File: config.mk
export PLATFORM = sky130hd
export DESIGN_NAME = mac_pipe_acc
export DESIGN_NICKNAME = d
export VERILOG_FILES = /design/src/rtl/mac_pkg.sv /design/src/rtl/mac_sat_add.sv /design/src/rtl/mac_pipe_acc.sv
export SDC_FILE = /design/constraint.sdc
export NUM_CORES = 1
export LEC_CHECK = 0
export CORE_UTILIZATION = 53
export DETAILED_ROUTE_END_ITERATION = 8
export HOLD_SLACK_MARGIN = 0.05
export PLACE_DENSITY = 0.77
export SLEW_MARGIN = 10
export SYNTH_ARGS = -nofsm -noshare
export SYNTH_HDL_FRONTEND = slang
export SYNTH_SLANG_ARGS = --single-unit
File: constraint.sdc
create_clock -name clk -period 2.85 [get_ports clk]
set_input_delay 0.57 -clock clk [delete_from_list [all_inputs] [get_ports clk]]
set_output_delay 0.57 -clock clk [all_outputs]
set_load 0.02 [all_outputs]
File: src/rtl/mac_pkg.sv
// Shared width defaults for the pipelined multiply-accumulate block.
package mac_pkg;

  localparam int MAC_WIDTH     = 8;
  localparam int MAC_ACC_GUARD = 8;
  localparam int MAC_CNT_WIDTH = 8;

endpackage

File: src/rtl/mac_sat_add.sv
// Accumulator adder: full add, overflow detection, then clip or wrap.
module mac_sat_add #(
  parameter int ACC_WIDTH = 24,
  parameter int SIGNED    = 0,
  parameter int SATURATE  = 0
) (
  input  logic [ACC_WIDTH-1:0] acc,
  input  logic [ACC_WIDTH-1:0] addend,
  output logic [ACC_WIDTH-1:0] sum,
  output logic                 ovf
);

  logic [ACC_WIDTH:0]   full_s;
  logic [ACC_WIDTH-1:0] max_s;
  logic [ACC_WIDTH-1:0] min_s;

  // Add, flag overflow and select the clipped or wrapped sum
  always_comb begin
    full_s = {1'b0, acc} + {1'b0, addend};
    if (SIGNED != 0) begin
      max_s = {1'b0, {(ACC_WIDTH-1){1'b1}}};
      min_s = {1'b1, {(ACC_WIDTH-1){1'b0}}};
      ovf   = (acc[ACC_WIDTH-1] == addend[ACC_WIDTH-1]) &&
              (full_s[ACC_WIDTH-1] != acc[ACC_WIDTH-1]);
    end else begin
      max_s = {ACC_WIDTH{1'b1}};
      min_s = {ACC_WIDTH{1'b0}};
      ovf   = full_s[ACC_WIDTH];
    end
    // Unsigned overflow only goes upward; signed overflow follows the operand sign
    if ((SATURATE != 0) && ovf) begin
      sum = ((SIGNED != 0) && acc[ACC_WIDTH-1]) ? min_s : max_s;
    end else begin
      sum = full_s[ACC_WIDTH-1:0];
    end
  end

endmodule

File: src/rtl/mac_pipe_acc.sv
// Two-stage multiply-accumulate pipeline producing one dot product per last beat,
// with a registered result stage that stalls the whole pipe under backpressure.
module mac_pipe_acc
  import mac_pkg::*;
#(
  parameter int WIDTH     = MAC_WIDTH,
  parameter int ACC_WIDTH = 2*WIDTH+MAC_ACC_GUARD,
  parameter int SIGNED    = 0,
  parameter int SATURATE  = 0,
  parameter int CNT_WIDTH = MAC_CNT_WIDTH
) (
  input  logic                 clk,
  input  logic                 rst_n,
  input  logic                 in_valid,
  output logic                 in_ready,
  input  logic [WIDTH-1:0]     a,
  input  logic [WIDTH-1:0]     b,
  input  logic                 first,
  input  logic                 last,
  output logic                 out_valid,
  input  logic                 out_ready,
  output logic [ACC_WIDTH-1:0] result,
  output logic                 overflow,
  output logic [CNT_WIDTH-1:0] count
);

  localparam int PW = 2*WIDTH;
  localparam logic [CNT_WIDTH-1:0] CNT_MAX = {CNT_WIDTH{1'b1}};
  localparam logic [CNT_WIDTH-1:0] CNT_ONE = CNT_WIDTH'(1);

  logic                 stall_s;
  logic [PW-1:0]        a_ext_s, b_ext_s, prod_s;
  logic                 v1_r, f1_r, l1_r;
  logic [PW-1:0]        p1_r;
  logic                 v2_r, l2_r, flag_r;
  logic [ACC_WIDTH-1:0] acc_r;
  logic [CNT_WIDTH-1:0] cnt_r;
  logic                 out_valid_r, overflow_r;
  logic [ACC_WIDTH-1:0] result_r;
  logic [CNT_WIDTH-1:0] count_r;
  logic                 clear_s, restart_s, base_flag_s, add_ovf_s;
  logic [ACC_WIDTH-1:0] base_acc_s, prod_ext_s, sum_s;
  logic [CNT_WIDTH-1:0] base_cnt_s, cnt_next_s;

  assign stall_s  = out_valid_r & ~out_ready;
  assign in_ready = ~stall_s;

  // Operand extension; the low PW bits of the product are exact in both modes
  always_comb begin
    if (SIGNED != 0) begin
      a_ext_s = {{WIDTH{a[WIDTH-1]}}, a};
      b_ext_s = {{WIDTH{b[WIDTH-1]}}, b};
    end else begin
      a_ext_s = {{WIDTH{1'b0}}, a};
      b_ext_s = {{WIDTH{1'b0}}, b};
    end
    prod_s = a_ext_s * b_ext_s;
  end

  // Stage 1: product register with beat qualifiers
  always_ff @(posedge clk or negedge rst_n) begin
    if (!rst_n) begin
      v1_r <= 1'b0;
      f1_r <= 1'b0;
      l1_r <= 1'b0;
      p1_r <= {PW{1'b0}};
    end else if (!stall_s) begin
      v1_r <= in_valid;
      f1_r <= first;
      l1_r <= last;
      p1_r <= prod_s;
    end
  end

  // Stage 2 next state; a retiring last beat makes the next beat start from zero
  always_comb begin
    prod_ext_s           = {ACC_WIDTH{(SIGNED != 0) & p1_r[PW-1]}};
    prod_ext_s[PW-1:0]   = p1_r;
    clear_s              = v2_r & l2_r;
    restart_s            = f1_r | clear_s;
    if (restart_s) begin
      base_acc_s  = {ACC_WIDTH{1'b0}};
      base_flag_s = 1'b0;
      base_cnt_s  = {CNT_WIDTH{1'b0}};
    end else begin
      base_acc_s  = acc_r;
      base_flag_s = flag_r;
      base_cnt_s  = cnt_r;
    end
    cnt_next_s = (base_cnt_s == CNT_MAX) ? CNT_MAX : base_cnt_s + CNT_ONE;
  end

  mac_sat_add #(
    .ACC_WIDTH (ACC_WIDTH),
    .SIGNED    (SIGNED),
    .SATURATE  (SATURATE)
  ) u_add (
    .acc    (base_acc_s),
    .addend (prod_ext_s),
    .sum    (sum_s),
    .ovf    (add_ovf_s)
  );

  // Stage 2: accumulator, sticky flag and term counter
  always_ff @(posedge clk or negedge rst_n) begin
    if (!rst_n) begin
      v2_r   <= 1'b0;
      l2_r   <= 1'b0;
      acc_r  <= {ACC_WIDTH{1'b0}};
      flag_r <= 1'b0;
      cnt_r  <= {CNT_WIDTH{1'b0}};
    end else if (!stall_s) begin
      v2_r <= v1_r;
      l2_r <= l1_r;
      if (v1_r) begin
        acc_r  <= sum_s;
        flag_r <= base_flag_s | add_ovf_s;
        cnt_r  <= cnt_next_s;
      end else if (clear_s) begin
        acc_r  <= {ACC_WIDTH{1'b0}};
        flag_r <= 1'b0;
        cnt_r  <= {CNT_WIDTH{1'b0}};
      end
    end
  end

  // Result register: loads on a retiring last beat, holds while stalled
  always_ff @(posedge clk or negedge rst_n) begin
    if (!rst_n) begin
      out_valid_r <= 1'b0;
      result_r    <= {ACC_WIDTH{1'b0}};
      overflow_r  <= 1'b0;
      count_r     <= {CNT_WIDTH{1'b0}};
    end else if (!stall_s) begin
      out_valid_r <= clear_s;
      if (clear_s) begin
        result_r   <= acc_r;
        overflow_r <= flag_r;
        count_r    <= cnt_r;
      end
    end
  end

  assign out_valid = out_valid_r;
  assign result    = result_r;
  assign overflow  = overflow_r;
  assign count     = count_r;

endmodule

Yosys cells after proc, flatten, opt, wreduce, memory -nomap -nowiden
Cells that the tools add are included.

Add/sub/neg operators: 2. Multiply operators: 1. Equality and inequality tests: 1. Mux-type cells: 10. Bitwise logic cells: 6. Reduce and logical (&&, ||, !) cells: 3.

Operators with widths (count): 24-bit two-way mux (3); 8-bit two-way mux (4); 24-bit by 16-bit adder with 25-bit output (1); 8-bit by 8-bit multiplier with 16-bit output (1); 8-bit by 1-bit adder with 8-bit output, second input constant (1); 8-bit == test, second input constant (1); 2-bit AND reduction (2); 1-bit two-way mux (3); 1-bit AND (2); 1-bit NOT (2); 1-bit OR (2); 2-bit nonzero test (1).

Register bits after elaboration: 88. Output and inout bits: 35.

Logic depth before layout (Yosys ltp)
Gate-level depths: netlist (run 1).

Word-level depth: 6. Depth in mapped cells: 16. Depth with buffers taken out: 16.

Cells and area by module
Synthesis (run 1) repeated with hierarchy kept, for this count alone.

Cell total of the unflattened synthesis: 689. Area total of the unflattened synthesis: 6890.4 um^2.

By module, submodules not included: mac_pipe_acc (instances 1, cells each 534, area an instance 5706.7 um^2); mac_sat_add (instances 1, cells each 155, area an instance 1183.6 um^2).

Worst setup path before layout (run 1)
Ideal clock, no wire load.

Path type: input-to-reg. Start point: in a[2]. End point: reg p1_r[15]. Library setup time: 0.082 ns. Arrival: 4.219 ns. Required time: 2.768 ns. Path slack: -1.451 ns. Stages: 14. Path buffers: 0. Cell sequence: and2_1 fa_1 fa_1 fa_1 inv_1 fa_1 inv_1 ha_1 a21o_1 or3_4 o211ai_2 a21oi_1 or3_1 a31oi_1.

Cells in the longest elaborated chain, start to end: 1.

RTL lines: from (decl) (line mac_pipe_acc.sv:16) `input logic [WIDTH-1:0] a,`; 8-bit by 8-bit multiplier with 16-bit output (line mac_pipe_acc.sv:57) `prod_s = a_ext_s * b_ext_s;`; to (signal assigned) (line mac_pipe_acc.sv:66) `p1_r <= {PW{1'b0}};`; to (signal assigned) (line mac_pipe_acc.sv:71) `p1_r <= prod_s;`; to (decl) (line mac_pipe_acc.sv:34) `logic [PW-1:0] p1_r;`.

No other way between the ends. A chain may end at the register's enable or synchronous reset.

Worst setup path after layout (run 1)
Start point: in b[4]. End point: reg p1_r[15].

Cells in the longest elaborated chain, start to end: 1.

RTL lines: from (decl) (line mac_pipe_acc.sv:17) `input logic [WIDTH-1:0] b,`; 8-bit by 8-bit multiplier with 16-bit output (line mac_pipe_acc.sv:57).

No other way between the ends.

==> out/qor.yml, run 1 <==
synth_top_area_share_pct: 33.43
seq_area_sq_um: 2202
cts_made_buffers: 9
rsz0062_at_grt: "yes"
power.density_cell_area_nw_per_um2: 899.7
status: "finished, violations left"
preCtsSetupSlack_ns: -2.074
number_of_antenna_violations_at_the_first_check_in_global_routing: 0
clk-insertion-delay-late_ns: 0.34
fp-row-count: 40
drtIter0Drc: 428
clock_pin_slew_on_the_worst_setup_and_hold_paths_ns: 0.06
layout.core_utilization_pct: 70.65
cts-htree-levels: 3
hold_viol: 0
global_route_usage_sum_pct: 26.29
diodes: 0
period_needed_ns: 4.109
die_width_microns: 113.5
timing.reg2reg.worst_path_depth: 9
violations: "negative setup slack"
cts.sink_count: 88
wl_per_cell_microns: 15.51
clock.fmax_mhz: 243.4
grt_pass1_vias: 5996
worstPathRequired_ns: 3.10
layout.nets: 982
grt_overflow_total: 0
sequential_share_of_the_synthesized_area_pct: 33.43
io_pins: 57
io_buffers: 56
ys_warn_count: 0
timing.critical_path.from_type: "primary input"
root_buffer: "sky130_fd_sc_hd__clkbuf_16"
synth.avg_cell_area_sq_um: 8.795
post-route-period-util_pct: 144.2
synth-main-ff-cell: "sky130_fd_sc_hd__dfrtp_1"
antenna_left: 0
max_cap_viol_count: 0
p_total_mw: 7.667
placed_area_sq_um: 7876
static_leakage_power_nw: 4.139
n_fill_cell: 943
actual_transition_at_the_worst_max_transition_pin_ns: 0.5438
timing_worst_setup_path_type: "in2reg"
drv_slew: 0
core_area_sq_um: 12060
cp_max_fo: 4
fin_ws_ns: -1.259
grt_start_max_net_pins: 43
timing.final.setup_violations: 12
globalplace.congestion: 0.9041
post_cts_hold_buffer_count: 0
final_common_cell: "sky130_fd_sc_hd__nand2_1"
floorplan.initialDensity_pct: 54.62
clock-skew-final_ns: 0.009126
synth_edf_count: 0
cts_tree: "done"
layout.cells.most_common_list: "sky130_fd_sc_hd__nand2_1 (174), sky130_fd_sc_hd__dfrtp_1 (88), sky130_fd_sc_hd__buf_4 (58)"
dieArea_sq_um: 12880
floorplan.die.height_microns: 113.5
layout.cells.non_filler: 1041
totalWireLength_microns: 16150
grt_first_pass_wirelength_microns: 27230
timing.critical_path.to_type: "flip-flop"
synth_fp_nets: 861
vdd.ir_drop.worst_mv: 0.3662
worstPathArrival_ns: 4.36
cts_max_path_buffers: 2
via_count: 5755
synth_largest_area_cell: "sky130_fd_sc_hd__dfrtp_1"
min-delay-path-class: "in2async"
total_of_flip_flops_plus_latches_after_synthesis: 88
synthesis.area_sq_um: 6588
dpl.cell_count: 1012
synth_area_leaders: "sky130_fd_sc_hd__dfrtp_1 (33%), sky130_fd_sc_hd__fa_1 (11%), sky130_fd_sc_hd__nand2_1 (10%), sky130_fd_sc_hd__ha_1 (10%), sky130_fd_sc_hd__and2_1 (6.8%)"
multi_input_logic_area_sq_um: 4393
synthArstFlopShare_pct: 100.0
slew_headroom_pct: 63.75
fraction_of_layout_instances_using_a_drive_strength_above_1_pct: 21.42
detail_route.drc_violations: 0
final_area_sq_um: 8522
synth.lib_cells_used.distinct: 58
first_pass_iters: 5
syn_inst: 749
via_per_inst: 5.528
layout-area-overhead-vs-synth_pct: 29.36
place.detailed.hpwl_microns: 12140
==> sequential cells by signal, indices dropped and copies added, names as in the netlist <==
signal / flops
result: 24
l2_r: 1
f1_r: 1
cnt_r: 8
overflow: 1
acc_r: 24
flag_r: 1
p1_r: 16
count: 8
v2_r: 1
l1_r: 1
v1_r: 1
out_valid: 1
==> routing by layer <==
metal	global-route usage, %	wire, microns	vias up
li1	-	-	2758
met1	29.46	6409	2848
met2	50.37	8974	122
met3	3.241	404	27
met4	10.35	358	0
met5	0	0	-
==> layout make-up <==
class	count	share of cell area, %
inverters	52	2.290
repair buffers	132	14.23
clock inverters	4	0.8222
multi-input cells	587	51.55
flip-flops and latches	88	25.84
well taps	168	2.467
clock buffers	10	2.804
==> power by group <==
part | leakage, nW | internal (mW) | switching [mW]
clock network | 0.154 | 0.778 | 0.456
logic | 2.85 | 2.03 | 2.45
registers | 1.14 | 1.65 | 0.293
total | 4.14 | 4.46 | 3.20
==> cells by family after synthesis <==
| group | share of synthesized area, % |
|---|---|
| AOI/OAI and AO/OA | 15.56 |
| xor gates and xnor gates | 2.659 |
| adders and majority gates | 21.31 |
| buffers and inverters | 4.349 |
| DFF | 33.43 |
| muxes | 0.1520 |
| and+or+nand+nor | 22.55 |
==> stage by stage <==
step / TNS [ns] / hold slack [ns]
2_1_floorplan: -9.775 / 0.2744
3_3_place_gp: -19.24 / 0.4569
3_5_place_dp: -20.24 / 0.4556
4_1_cts: -10.50 / 0.2280
5_1_grt: -11.47 / 0.2451
6_report: -10.05 / 0.2087
==> timing repair <==
action	4_1_cts	5_1_grt
gates resized for setup	111	32
pin swaps	33	29
setup endpoints to repair	12	17
gates cloned	0	1
setup buffers	10	5
==> path summary, 6_finish.rpt <==
path / start / endpoint / slack, ns
worst min-delay path: rst_n / result[13] / 0.21
min in group clk: l1_r / l1_r / 0.47
worst min register to register: l1_r / l1_r / 0.47
max in group asynchronous: rst_n / count[6] / 1.93
worst max register to register: v2_r / acc_r[19] / 0.12
worst max-delay path: b[4] / p1_r[15] / -1.26
==> cells in the mapped netlist (3+ instances only) <==
cell type / count
sky130_fd_sc_hd__o31a_1: 3
sky130_fd_sc_hd__o21ai_0: 30
sky130_fd_sc_hd__nor2_1: 27
sky130_fd_sc_hd__clkbuf_1: 12
sky130_fd_sc_hd__xnor2_1: 9
sky130_fd_sc_hd__and2_1: 72
sky130_fd_sc_hd__o211ai_1: 6
sky130_fd_sc_hd__nand2_1: 179
sky130_fd_sc_hd__o31ai_1: 4
sky130_fd_sc_hd__fa_1: 37
sky130_fd_sc_hd__nor3_1: 5
sky130_fd_sc_hd__and3_1: 5
sky130_fd_sc_hd__buf_2: 7
sky130_fd_sc_hd__dfrtp_1: 88
sky130_fd_sc_hd__buf_1: 3
sky130_fd_sc_hd__a22o_1: 5
sky130_fd_sc_hd__a31o_1: 3
sky130_fd_sc_hd__nand4_1: 7
sky130_fd_sc_hd__a22oi_1: 3
sky130_fd_sc_hd__or3_1: 3
sky130_fd_sc_hd__ha_1: 53
sky130_fd_sc_hd__o21ai_1: 15
sky130_fd_sc_hd__a21oi_1: 41
sky130_fd_sc_hd__a21o_1: 13
sky130_fd_sc_hd__nand2b_1: 3
sky130_fd_sc_hd__a211oi_1: 5
sky130_fd_sc_hd__o21a_1: 4
sky130_fd_sc_hd__nand3_1: 9
sky130_fd_sc_hd__inv_1: 52
sky130_fd_sc_hd__xor2_1: 11
==> worst max-delay path, cell delays in order <==
cell and delay [ns]:
sky130_fd_sc_hd__buf_8 0.10, sky130_fd_sc_hd__and2_4 0.15, sky130_fd_sc_hd__fa_1 0.50, sky130_fd_sc_hd__fa_1 0.52, sky130_fd_sc_hd__fa_1 0.50, sky130_fd_sc_hd__inv_1 0.05
sky130_fd_sc_hd__fa_1 0.48, sky130_fd_sc_hd__inv_1 0.04, sky130_fd_sc_hd__ha_2 0.17, sky130_fd_sc_hd__a21o_1 0.17, sky130_fd_sc_hd__or3_4 0.35, sky130_fd_sc_hd__o211ai_2 0.15
sky130_fd_sc_hd__a21oi_2 0.08, sky130_fd_sc_hd__or3_1 0.33, sky130_fd_sc_hd__a31oi_1 0.19
No activity file was read; power rests on OpenSTA's default activity.
==> inputs of run 2 (changes only) <==
- CORE_UTILIZATION: 53 -> 54
- PLACE_DENSITY: 0.77 -> 0.78
- SYNTH_HIERARCHICAL: unset -> 1
==> out/qor.yml, run 2 <==
status: "finished, violations left"
violations: "negative setup slack"
synthesized_area_fraction_occupied_by_ao_oa_aoi_and_oai_cells_pct: 15.71  # +0.15 points
timing.critical_path.slowest_cell_delay_ns: 0.53  # about the same
cts-htree-levels: 3  # unchanged
synth_area_leaders: "sky130_fd_sc_hd__dfrtp_1 (32%), sky130_fd_sc_hd__ha_1 (11%), sky130_fd_sc_hd__fa_1 (11%), sky130_fd_sc_hd__and2_1 (7.5%), sky130_fd_sc_hd__mux2_2 (5.4%)"
global_route_usage_sum_pct: 26.87  # +0.57 points
layout.cells.most_common_list: "sky130_fd_sc_hd__dfrtp_1 (88), sky130_fd_sc_hd__buf_4 (74), sky130_fd_sc_hd__and2_1 (71)"
dpl.cell_count: 969  # -4.2%
power.density_cell_area_nw_per_um2: 1056  # +17%
critical_path.top_delay_family: "adder cells"
rsz0062_at_grt: "yes"
globalplace.congestion: 0.9058  # +0.19%
dieArea_sq_um: 13220  # +2.6%
synthesis.area_sq_um: 6890  # +4.6%
synth_edf_count: 0  # unchanged
cts_made_buffers: 9  # unchanged
min-delay-path-class: "in2async"
crit_path_top_delay_cell: "sky130_fd_sc_hd__fa_1"
n_fill_cell: 840  # -11%
max_cap_viol_count: 0  # unchanged
antenna_left: 0  # unchanged
timing.critical_path.to_type: "flip-flop"
timing.critical_path.from_type: "primary input"
ys_top_cells_by_count: "sky130_fd_sc_hd__dfrtp_1 (88), sky130_fd_sc_hd__and2_1 (83), sky130_fd_sc_hd__nand2_1 (71)"
timing.final.setup_violations: 12  # unchanged
grt_overflow_total: 0  # unchanged
worstPathRequired_ns: 3.08  # -0.02 ns
static_leakage_power_nw: 4.407  # +6.5%
period_needed_ns: 3.908  # -0.2003 ns
fin_ws_ns: -1.058  # +0.2003 ns
synth_largest_area_cell: "sky130_fd_sc_hd__dfrtp_1"
clk-insertion-delay-late_ns: 0.35  # about the same
combinational_family_with_the_most_area_after_synthesis: "adder cells"
grt_first_pass_wirelength_microns: 27680  # +1.6%
number_of_antenna_violations_at_the_first_check_in_global_routing: 0  # unchanged
placed_area_sq_um: 8259  # +4.9%
cp_max_fo: 4  # unchanged
cp_cell_sequence: "buf_6 > buf_6 > and2_4 > fa_1 > fa_1 > fa_1 > inv_1 > fa_1 > inv_2 > ha_4 > o211ai_2 > a21oi_2 > buf_4 > o21ai_2 > and3_1 > o31a_1"
synthArstFlopShare_pct: 100.0  # unchanged
ys_warn_count: 6  # +6
synth_top_area_share_pct: 31.96  # -1.5 points
cts_max_path_buffers: 2  # unchanged
timing_worst_setup_path_type: "in2reg"
diodes: 0  # unchanged
root_buffer: "sky130_fd_sc_hd__clkbuf_16"
place.detailed.hpwl_microns: 11770  # -3.0%
io_buffers: 56  # unchanged
synth_adder_area_share_pct: 21.83  # +0.52 points
cts_tree: "done"
layout.nets: 951  # -3.2%
floorplan.initialDensity_pct: 56.42  # +1.8 points
yosys.area_share.xor_xnor_pct: 3.940  # +1.3 points
first_pass_iters: 5  # unchanged
detail_route.drc_violations: 0  # unchanged
total_of_flip_flops_plus_latches_after_synthesis: 88  # unchanged
worst-path-buf-inv: 5  # +2
clock_pin_slew_on_the_worst_setup_and_hold_paths_ns: 0.06  # about the same
worstPathArrival_ns: 4.14  # -0.22 ns
fp-row-count: 40  # unchanged
final_area_sq_um: 9139  # +7.2%
synth.avg_cell_area_sq_um: 10.00  # +14%
vdd.ir_drop.worst_mv: 0.6164  # +68%
drtIter0Drc: 358  # -16%
grt_start_max_net_pins: 40  # -7.0%
die_width_microns: 115.0  # +1.3%
synth.lib_cells_used.distinct: 69  # +19%
synthMuxAreaShare_pct: 5.393  # +5.2 points
finalHoldWorstSlack_ns: 0.1786  # -0.03011 ns
totalWireLength_microns: 17320  # +7.3%
layout.core_utilization_pct: 74.84  # +4.2 points
via_count: 5654  # -1.8%
cts.sink_count: 88  # unchanged
clock-skew-final_ns: 0.007285  # -0.001841 ns
sequential_share_of_the_synthesized_area_pct: 31.96  # -1.5 points
post-route-period-util_pct: 137.1  # -7.0 points
post_synth_and_or_nand_nor_area_fraction_pct: 16.18  # -6.4 points
core_area_sq_um: 12210  # +1.2%
cpMostUsedCell: "sky130_fd_sc_hd__fa_1"
layout-area-overhead-vs-synth_pct: 32.63
grt_pass1_vias: 5877  # -2.0%
clock.fmax_mhz: 255.9  # +5.1%
hold_viol: 0  # unchanged
drv_slew: 0  # unchanged
floorplan.die.height_microns: 115.0  # +1.3%
post_cts_hold_buffer_count: 0  # unchanged
p_total_mw: 9.651  # +26%
fraction_of_layout_instances_using_a_drive_strength_above_1_pct: 30.54  # +9.1 points
layout.cells.non_filler: 1003  # -3.7%
wl_per_cell_microns: 17.27  # +11%
synth-main-ff-cell: "sky130_fd_sc_hd__dfrtp_1"
io_pins: 57  # unchanged
final_common_cell: "sky130_fd_sc_hd__dfrtp_1"
synthMostInstantiatedCell: "sky130_fd_sc_hd__dfrtp_1"
via_per_inst: 5.637  # +2.0%
syn_inst: 689  # -8.0%
## run 2: cell count changes after synthesis, moves of 6 or more
| cell | change |
|---|---|
| sky130_fd_sc_hd__clkbuf_1 | -8 |
| sky130_fd_sc_hd__ha_1 | +8 |
| sky130_fd_sc_hd__o21ai_0 | -9 |
| sky130_fd_sc_hd__a21oi_1 | +6 |
| sky130_fd_sc_hd__and2_1 | +11 |
| sky130_fd_sc_hd__xor2_1 | +8 |
| sky130_fd_sc_hd__a21o_1 | -7 |
| sky130_fd_sc_hd__o21ai_1 | -14 |
| sky130_fd_sc_hd__a22o_1 | +21 |
| sky130_fd_sc_hd__nand2_1 | -108 |
| sky130_fd_sc_hd__nor2_1 | -9 |
| sky130_fd_sc_hd__mux2_2 | +33 |
## run 2: power by group
group	internal [mW]	switching [mW]
logic	3.06	3.18
clock network	0.810	0.478
registers	1.76	0.359
total	5.64	4.01
## run 2: final cells by class
class                      instances  area (sq um)  share of cell area (%)
clock buffer                      12         256.5                   2.807
clock inverter                     3         65.06                  0.7119
inverter                          56         212.7                   2.327
multi-input combinational        532          4882                   53.42
sequential                        88          2202                   24.10
tap                              168         210.2                   2.300
timing repair buffer             144          1310                   14.33
## run 2: metal layers
metal	up-vias	global-route usage, %	wire length, microns
li1	2661	-	-
met1	2810	34.52	7485
met2	156	46.35	8800
met3	27	4.217	752
met4	0	9.004	286
met5	-	0	0
## run 2: kinds of logic (layout without fill, tap and decap cells)
family	after synthesis	in the layout
other cells	1	8
buf+inv	76	215
flops	88	88
fa+ha+maj	98	98
simple gates	211	211
xor+xnor	31	31
compound gates	151	151
mux	33	33
## run 2: worst paths after layout
kind                          from    endpoint  slack [ns]  cells after the start
min reg2reg                p1_r[2]     p1_r[2]        0.47                      2
max                           b[5]    p1_r[15]       -1.06                     16
max reg2reg                   l2_r   acc_r[22]       -0.06                     12
max in group asynchronous    rst_n  result[12]        1.96                      2
min in group clk           p1_r[2]     p1_r[2]        0.47                      2
min                          rst_n  result[22]        0.18                      1
## run 2: per-stage QoR
| stage | TNS (ns) | setup WS [ns] |
|---|---|---|
| floorplan | -8.076 | -0.9496 |
| global placement | -18.35 | -1.719 |
| detailed placement | -19.80 | -1.859 |
| CTS | -8.727 | -1.012 |
| global route | -10.70 | -1.165 |
| finish | -9.262 | -1.058 |
## run 2: worst register-to-register path, cell delays in order (launching register included)
cell	delay (ns)
sky130_fd_sc_hd__dfrtp_1	0.40
sky130_fd_sc_hd__a21oi_4	0.09
sky130_fd_sc_hd__buf_6	0.13
sky130_fd_sc_hd__and2_4	0.16
sky130_fd_sc_hd__ha_4	0.16
sky130_fd_sc_hd__fa_2	0.34
sky130_fd_sc_hd__a21o_1	0.19
sky130_fd_sc_hd__a31o_4	0.25
sky130_fd_sc_hd__a211oi_4	0.31
sky130_fd_sc_hd__o41ai_4	0.14
sky130_fd_sc_hd__a221oi_2	0.29
sky130_fd_sc_hd__xnor2_1	0.13
sky130_fd_sc_hd__a22o_1	0.21
## run 2: repair_timing
item | 4_1_cts | 5_1_grt
buffers inserted | 11 | 9
pin swaps | 46 | 27
endpoints found under the setup margin | 21 | 22
cloned | 0 | 1
resized for setup | 131 | 45
